**config.mk**
```make
export PLATFORM = sky130hd
export DESIGN_NAME = axi_wr_arbiter
export DESIGN_NICKNAME = d
export VERILOG_FILES = /design/src/rtl/axi_wr_arbiter.sv
export SDC_FILE = /design/constraint.sdc
export NUM_CORES = 1
export LEC_CHECK = 0
export ABC_AREA = 1
export BUFFER_PORTS_ARGS = -buffer_cell sky130_fd_sc_hd__buf_2
export CORE_MARGIN = 2
export CORE_UTILIZATION = 30
export CTS_BUF_LIST = sky130_fd_sc_hd__clkbuf_4 sky130_fd_sc_hd__clkbuf_8
export CTS_CLUSTER_DIAMETER = 100
export DETAILED_ROUTE_END_ITERATION = 6
export PLACE_DENSITY = 0.65
export SYNTH_ARGS = -nofsm -noshare
export SYNTH_HDL_FRONTEND = slang
export SYNTH_SLANG_ARGS = --single-unit
```
**constraint.sdc**
```tcl
create_clock -name ACLK -period 1.3 [get_ports ACLK]
set_input_delay 0 -clock ACLK [delete_from_list [all_inputs] [get_ports ACLK]]
set_output_delay 0 -clock ACLK [all_outputs]
set_load 0.02 [all_outputs]
```
**src/rtl/axi_wr_arbiter.sv**
```systemverilog
// rtl/axi_wr_arbiter.sv - round-robin AXI write (AW+W) burst arbiter, one burst in flight
// Optional handshake timeout: define AXI_ARB_TIMEOUT_EN.
module axi_wr_arbiter #(
   parameter int DATA_WIDTH   = 32,
   parameter int ADRESS_WIDTH = 32,
   parameter int NUM_REQ      = 2,
   parameter int TIMEOUT_CYC  = 16
) (
   input  logic                             ACLK,
   input  logic                             ARESET,
   input  logic [NUM_REQ-1:0]               req_valid,
   output logic [NUM_REQ-1:0]               req_ready,
   input  logic [NUM_REQ*ADRESS_WIDTH-1:0]  req_addr,
   input  logic [NUM_REQ*4-1:0]             req_len,
   input  logic [NUM_REQ*DATA_WIDTH-1:0]    req_wdata,
   input  logic [NUM_REQ-1:0]               req_wvalid,
   output logic [NUM_REQ-1:0]               req_wready,
   output logic [ADRESS_WIDTH-1:0]          AWADDR,
   output logic [3:0]                       AWLEN,
   output logic [2:0]                       AWSIZE,
   output logic [1:0]                       AWBURST,
   output logic                             AWVALID,
   input  logic                             AWREADY,
   output logic [DATA_WIDTH-1:0]            WDATA,
   output logic                             WLAST,
   output logic                             WVALID,
   input  logic                             WREADY,
   output logic [$clog2(NUM_REQ)-1:0]       grant_id,
   output logic                             busy,
   output logic                             timeout_err
);
   localparam int GW = $clog2(NUM_REQ);
   localparam logic [2:0] BEAT_SIZE = 3'($clog2(DATA_WIDTH / 8));

   typedef enum logic [1:0] {S_IDLE, S_AW, S_W} state_t;

   state_t        state, state_nxt;
   logic [GW-1:0] last_grant;
   logic [GW-1:0] pick, cand;
   logic          pick_vld;
   logic [3:0]    beat_cnt;
   logic          cur_wvalid;
   logic          aw_hs, w_hs, tmo;

   assign busy       = (state != S_IDLE);
   assign cur_wvalid = req_wvalid[grant_id];
   assign aw_hs      = (state == S_AW) && AWVALID && AWREADY;
   assign w_hs       = (state == S_W) && cur_wvalid && WREADY;

   // Scan downwards so the candidate nearest to last_grant+1 is written last and wins.
   always_comb begin
      pick     = '0;
      pick_vld = 1'b0;
      cand     = '0;
      for (int k = NUM_REQ; k >= 1; k--) begin
         cand = GW'((int'(last_grant) + k) % NUM_REQ);
         if (req_valid[cand]) begin
            pick     = cand;
            pick_vld = 1'b1;
         end
      end
   end

   always_comb begin
      state_nxt  = state;
      WVALID     = 1'b0;
      WDATA      = '0;
      WLAST      = 1'b0;
      req_wready = '0;
      case (state)
         S_IDLE: if (pick_vld) state_nxt = S_AW;
         S_AW: begin
            if (aw_hs)    state_nxt = S_W;
            else if (tmo) state_nxt = S_IDLE;
         end
         S_W: begin
            WVALID               = cur_wvalid;
            WDATA                = req_wdata[grant_id*DATA_WIDTH +: DATA_WIDTH];
            WLAST                = (beat_cnt == AWLEN);
            req_wready[grant_id] = WREADY;
            if (w_hs && (beat_cnt == AWLEN)) state_nxt = S_IDLE;
            else if (tmo)                    state_nxt = S_IDLE;
         end
         default: state_nxt = S_IDLE;
      endcase
   end

   always_ff @(posedge ACLK) begin
      if (ARESET) state <= S_IDLE;
      else        state <= state_nxt;
   end

   always_ff @(posedge ACLK) begin
      if (ARESET) begin
         grant_id   <= '0;
         last_grant <= GW'(NUM_REQ - 1);
         AWADDR     <= '0;
         AWLEN      <= '0;
         AWSIZE     <= '0;
         AWBURST    <= '0;
         AWVALID    <= 1'b0;
         req_ready  <= '0;
         beat_cnt   <= '0;
      end else begin
         req_ready <= '0;
         case (state)
            S_IDLE: if (pick_vld) begin
               grant_id        <= pick;
               AWADDR          <= req_addr[pick*ADRESS_WIDTH +: ADRESS_WIDTH];
               AWLEN           <= req_len[pick*4 +: 4];
               AWSIZE          <= BEAT_SIZE;
               AWBURST         <= 2'b01;
               AWVALID         <= 1'b1;
               req_ready[pick] <= 1'b1;
            end
            S_AW: begin
               if (aw_hs) begin
                  AWVALID  <= 1'b0;
                  beat_cnt <= '0;
               end else if (tmo) begin
                  AWVALID    <= 1'b0;
                  last_grant <= grant_id;
               end
            end
            S_W: begin
               if (w_hs) begin
                  beat_cnt <= beat_cnt + 4'd1;
                  if (beat_cnt == AWLEN) last_grant <= grant_id;
               end else if (tmo) begin
                  last_grant <= grant_id;
               end
            end
            default: ;
         endcase
      end
   end

`ifdef AXI_ARB_TIMEOUT_EN
   logic [7:0] wait_cnt;
   logic       stall;

   assign stall = ((state == S_AW) && !AWREADY) || ((state == S_W) && cur_wvalid && !WREADY);
   assign tmo   = stall && (wait_cnt == 8'(TIMEOUT_CYC - 1));

   // Held at zero in IDLE, so every entry to AW starts a fresh count.
   always_ff @(posedge ACLK) begin
      if (ARESET) begin
         wait_cnt    <= '0;
         timeout_err <= 1'b0;
      end else begin
         timeout_err <= tmo;
         if ((state == S_IDLE) || aw_hs || w_hs) wait_cnt <= '0;
         else if (stall)                         wait_cnt <= wait_cnt + 8'd1;
      end
   end
`else
   assign tmo         = (TIMEOUT_CYC < 0);
   assign timeout_err = 1'b0;
`endif

endmodule
```
# Word level (Yosys, flattened, before mapping)

Index checks and enable logic that the tools add are counted.

Bits in registers: 48
Input bits: 144
Logic and storage cells: 76

Add/subtract/negate cells: 3
$lt $le $gt $ge: 6
Equality and inequality tests: 7
Shifts and indexed selects: 3
Mux-type cells: 28
Bitwise gates (word level): 3
Reductions and logical operators: 17

Operators by type and width:

| cell                  | number |
|---|---|
| $shiftx A64 B7 Y32    | 2 |
| $mux W32              | 1 |
| $mux W1               | 16 |
| $reduce_and A3 Y1     | 4 |
| $lt A1 B2 Y1 const B  | 4 |
| $mux W2               | 4 |
| $mux W4               | 2 |
| $pmux W4 S2           | 1 |
| $shiftx A8 B4 Y4      | 1 |
| $logic_and A1 B1 Y1   | 7 |
| $ne A2 B2 Y1 const B  | 3 |
| $pmux W2 S3           | 1 |
| $reduce_bool A2 Y1    | 3 |
| $add A4 B1 Y4 const B | 1 |
| $eq A4 B4 Y1          | 1 |
| $reduce_or A3 Y1      | 1 |
| $add A1 B1 Y1 const B | 2 |
| $and A2 B2 Y2         | 1 |
| $demux W1 S1          | 2 |
| $eq A2 B1 Y1 const B  | 1 |
| $eq A2 B2 Y1 const B  | 1 |
| $ge A1 B1 Y1 const B  | 2 |
| $logic_not A2 Y1      | 1 |
| $ne A2 B1 Y1 const B  | 1 |
| other kinds (3)       | 4 |

# Depth between registers and ports, before layout

Word-level depth: 9
Depth in mapped cells: 10
Depth with buffers taken out: 9

# Worst setup path before layout

Ideal clock, no wire load.

Kind: register to output
Start: register grant_id
End: output port req_wready[1]
Data arrival time: 1.424 ns
Slack: -0.124 ns
Stages on the path, launching flop included: 5
Buffers on the path: 2
Cell sequence: dfxtp_1 buf_2 inv_2 clkbuf_1 nor3_1

Cells in the longest elaborated chain, start to end: 6
Elaborated cells on any way between the ends: 7

Ends and longest elaborated chain:

| item                                                               | line | RTL |
|---|---|---|
| start, declared                                                    | 28   | `output logic [$clog2(NUM_REQ)-1:0] grant_id,` |
| start signal, assigned                                             | 108  | `grant_id <= pick;` |
| $lt A1 B2 Y1 (implied by the code) or $ge A1 B1 Y1 (tied branches) | 80   | `req_wready[grant_id] = WREADY;` |
| $logic_and A1 B1 Y1 (implied by the code)                          | 80   |  |
| $mux W1 (implied by the code)                                      | 80   |  |
| $demux W1 S1 *                                                     | 80   |  |
| $and A2 B2 Y2 (no line) *                                          | n/a  |  |
| $mux W2 *                                                          | 70   | `case (state)` |
| end, declared                                                      | 17   | `output logic [NUM_REQ-1:0] req_wready,` |

Every way passes the cells marked *; elsewhere a longest branch is shown, timed or not.

# Worst setup path in the final report

Start: register state[1]
End: output port WDATA[11]

Cells in the longest elaborated chain, start to end: 2

Ends and longest elaborated chain:

| item                   | line | RTL |
|---|---|---|
| start, declared        | 37   | `state_t state, state_nxt;` |
| start signal, assigned | 90   | `else state <= state_nxt;` |
| $eq A2 B2 Y1           | 70   |  |
| $mux W32               | 70   |  |
| end, declared          | 24   | `output logic [DATA_WIDTH-1:0] WDATA,` |

No other way between the ends.

==> tab_implementation.tex <==
\begin{tabular}{lr}
\hline
Metric & Value \\
\hline
\multicolumn{2}{l}{\textbf{Synthesis}} \\
Async set-reset flop share out of synthesis & 0\% \\
Cell with the most instances after synthesis & nand2\_1 \\
Post-synthesis sequential area ratio & 33.8\% \\
Yosys top cell area share & 33.8\% \\
Largest cells by area after synthesis & dfxtp\_1 (34\%), nand2\_1 (19\%), nand3\_2 (10\%) \\
Number of synthesized register bits & 48 \\
Count of mapped cells out of synthesis & 409 \\
Post-synthesis instance area & 2840 sq um \\
Count of different cell masters after synthesis & 26 \\
Primary FF master, synth & dfxtp\_1 \\
Synthesized area per cell & 6.94 sq um \\
Cell taking the most area after synthesis & dfxtp\_1 \\
Count of flip-flops with a built-in enable after synthesis & 0 \\
Warnings, synthesis & 0 \\
Leading cell types by count after synthesis & nand2\_1 (141), nand3\_1 (49), dfxtp\_1 (48) \\
\multicolumn{2}{l}{\textbf{Detailed routing}} \\
Total detailed-routing wirelength & 13100 um \\
Detail-routed via count per cell & 4.91 \\
DRC violation count after routing & 0 \\
Count of routing violations after the opening detailed-route iteration & 134 \\
Antenna Nets Post-Route & 0 \\
Number of iterations in the first detailed-routing pass & 4 \\
Total via count after detailed routing & 4084 \\
Routed length per instance & 15.8 um \\
\multicolumn{2}{l}{\textbf{Power and ir drop}} \\
PwrDens & 758 nW/um\^{}2 \\
Leakage power & 2.99 nW \\
Reported net switching power & 1.54 mW \\
Sequential share of power & 40.0\% \\
Share of total power consumed by net switching & 35.9\% \\
Worst supply voltage drop on vdd & 0.556 mV \\
Combinational power share & 38.1\% \\
Internal power & 2.75 mW \\
Clock network fraction of total power & 21.9\% \\
\multicolumn{2}{l}{\textbf{GRT}} \\
Global-route wire length before repair & 18100 um \\
Maximum number of pins on one net before global-route repair & 34 \\
Number of antenna violations at the first check in global routing & 2 \\
Total Routing Usage GR & 22.2\% \\
Via count of the first global-routing pass & 3935 \\
Global route total overflow & 0 \\
\multicolumn{2}{l}{\textbf{Floorplan}} \\
Core Box Area & 9200 sq um \\
Die Y-Extent & 101 um \\
Die ar. & 10300 sq um \\
Num rows & 35 \\
Initial standard-cell utilization of the core & 30.9\% \\
Number of top-level pins & 227 \\
Chip width & 101 um \\
\multicolumn{2}{l}{\textbf{Flow run}} \\
Max capacitance violation total & 0 \\
\multicolumn{2}{l}{\textbf{STA}} \\
Final Critical Period & 1.34 ns \\
Final-report hold violation count & 0 \\
Final worst-path cycle share & 103\% \\
Final-report setup violation count & 41 \\
Timing-limited maximum frequency & 745 MHz \\
Setup repair after global routing missed its margin & true \\
Sum of negative setup slack & -0.869 ns \\
Hold\_ws & 0.0372 ns \\
Final critical-path setup slack & -0.0414 ns \\
Final count of pins violating max slew & 0 \\
Final clock skew & 0.00565 ns \\
\multicolumn{2}{l}{\textbf{Critical path}} \\
Crit path required time & 1.30 ns \\
Kind of launch point of the worst setup path & flop \\
Worst Setup Path Type & reg2out \\
Reg2reg setup slack & -0.03 ns \\
Worst endpoint data arrival time & 1.34 ns \\
Critical Path Fanout Max & 13 \\
Endpoint type of the worst setup path & primary output \\
\multicolumn{2}{l}{\textbf{Finish}} \\
Post-route insts no fill & 832 \\
Number of fill cells in the layout & 720 \\
Sequential Area & 983 sq um \\
Net total in the final layout & 863 \\
Area of the multi-input gates & 1940 sq um \\
Layout cells sized above 1 & 55.8\% \\
Area added between synthesis and finish & 99.3\% \\
\multicolumn{2}{l}{\textbf{Run status}} \\
Failing checks & setup timing \\
Status & complete, but fails checks \\
\multicolumn{2}{l}{\textbf{CTS}} \\
Clock-pin transition on the worst setup and hold timing paths & 0.09 ns \\
Worst-skew pair later-pin latency & 0.30 ns \\
Maximum number of buffers from clock root to sink & 2 \\
Number of levels the H-tree was split into & 2 \\
CTS tree & built \\
Num CTS Buffers & 5 \\
Total clock sinks & 48 \\
Clk Tree Root Cell & clkbuf\_8 \\
\multicolumn{2}{l}{\textbf{Placed design}} \\
Placed wire-length estimate after detailed placement & 7580 um \\
Cell count after placement & 730 \\
Number of buffers added on ports & 222 \\
Final weighted congestion of routability-driven global placement & 0.851 \\
\multicolumn{2}{l}{\textbf{Hold path}} \\
Class of the tightest hold or removal check & in2reg \\
\hline
\end{tabular}
cell families after synthesis:
logic type	Yosys count	share of synthesized area, %
simple gates	269	48.4
buf+inv	50	10.0
flops	48	33.8
compound gates	40	7.14
fa+ha+maj	1	0.441
other cells	1	0.132
through the flow:
stage / setup slack [ns] / area (sq um) / power, mW / util, %
3_3_place_gp: 0.00905 / 4180 / 2.96 / 45.4
6_report: -0.0414 / 5660 / 4.29 / 61.5
5_1_grt: -0.111 / 5660 / 4.52 / 61.5
2_1_floorplan: -0.0554 / 2950 / 2.44 / -
4_1_cts: -0.0581 / 5260 / 4.17 / 57.2
3_5_place_dp: -0.0594 / 4180 / 2.98 / 45.4
final timing paths:
kind,startpoint,to,cells past startpoint
worst min register to register,last_grant$_SDFFE_PP1P_,last_grant$_SDFFE_PP1P_,2
worst max-delay path,state[1]$_SDFFE_PP0P_,WDATA[11],6
worst min-delay path,AWREADY,state[1]$_SDFFE_PP0P_,3
worst max register to register,state[1]$_SDFFE_PP0P_,AWADDR[1]$_SDFFE_PP0P_,9
layout by cell type, fill, tap and decap left out, types with 3 or more instances in the layout:
master / count
a21oi_1: 7
a21oi_2: 25
a21oi_4: 6
buf_12: 7
buf_2: 186
buf_4: 34
buf_6: 16
clkbuf_8: 5
conb_1: 4
dfxtp_1: 36
dfxtp_2: 9
dfxtp_4: 3
dlygate4sd3_1: 73
inv_1: 13
inv_2: 4
inv_6: 4
nand2_1: 131
nand2_2: 30
nand2_4: 11
nand3_1: 41
nand3_2: 37
nor2_1: 7
nor2_4: 5
registers in the layout (all words and copies together), names as in the netlist, 2 cells and up:
signal	cells
state	2
AWLEN	4
AWADDR	32
beat_cnt	4
req_ready	2
metal layers:
metal,share of wire [%],vias up,GRT usage (%)
met5,0,-,0
met4,3.3,0,9.77
met1,36,1879,22.7
li1,-,1929,-
met3,8.7,41,6.49
met2,52,235,41.6
power by group through the flow:
stage,Sequential (mW),Clock [mW],Combinational (mW)
after floorplan,1.88,0,0.554
after global placement,1.73,0,1.23
after detailed placement,1.73,0,1.25
after CTS,1.71,0.968,1.49
after global routing,1.73,1.03,1.76
final,1.71,0.940,1.64
cell type report:
type | instances | area share, %
tap | 111 | 2.45
antenna | 2 | 0.0884
clock buffer | 6 | 1.35
multi-input combinational | 315 | 34.2
sequential | 48 | 17.4
timing repair buffer | 319 | 40.7
inverter | 22 | 1.99
timing repair inverter | 7 | 1.53
clock inverter | 2 | 0.287
worst max-delay path: stages, from the launching register on:
cell and delay, ns:
dfxtp_4 0.38, inv_2 0.05, nor2_4 0.11, inv_4 0.08
buf_16 0.16, a21oi_2 0.12, buf_4 0.15
repair_timing:
item / in CTS / in global routing
hold buffers: 73 / 0
setup endpoints to repair: 72 / 76
pin swaps: 2 / 5
endpoints found under the hold margin: 39 / 0
gates cloned: 4 / 6
setup buffers: 5 / 4
resized for setup: 65 / 73
(Power assumes the default switching activity.)
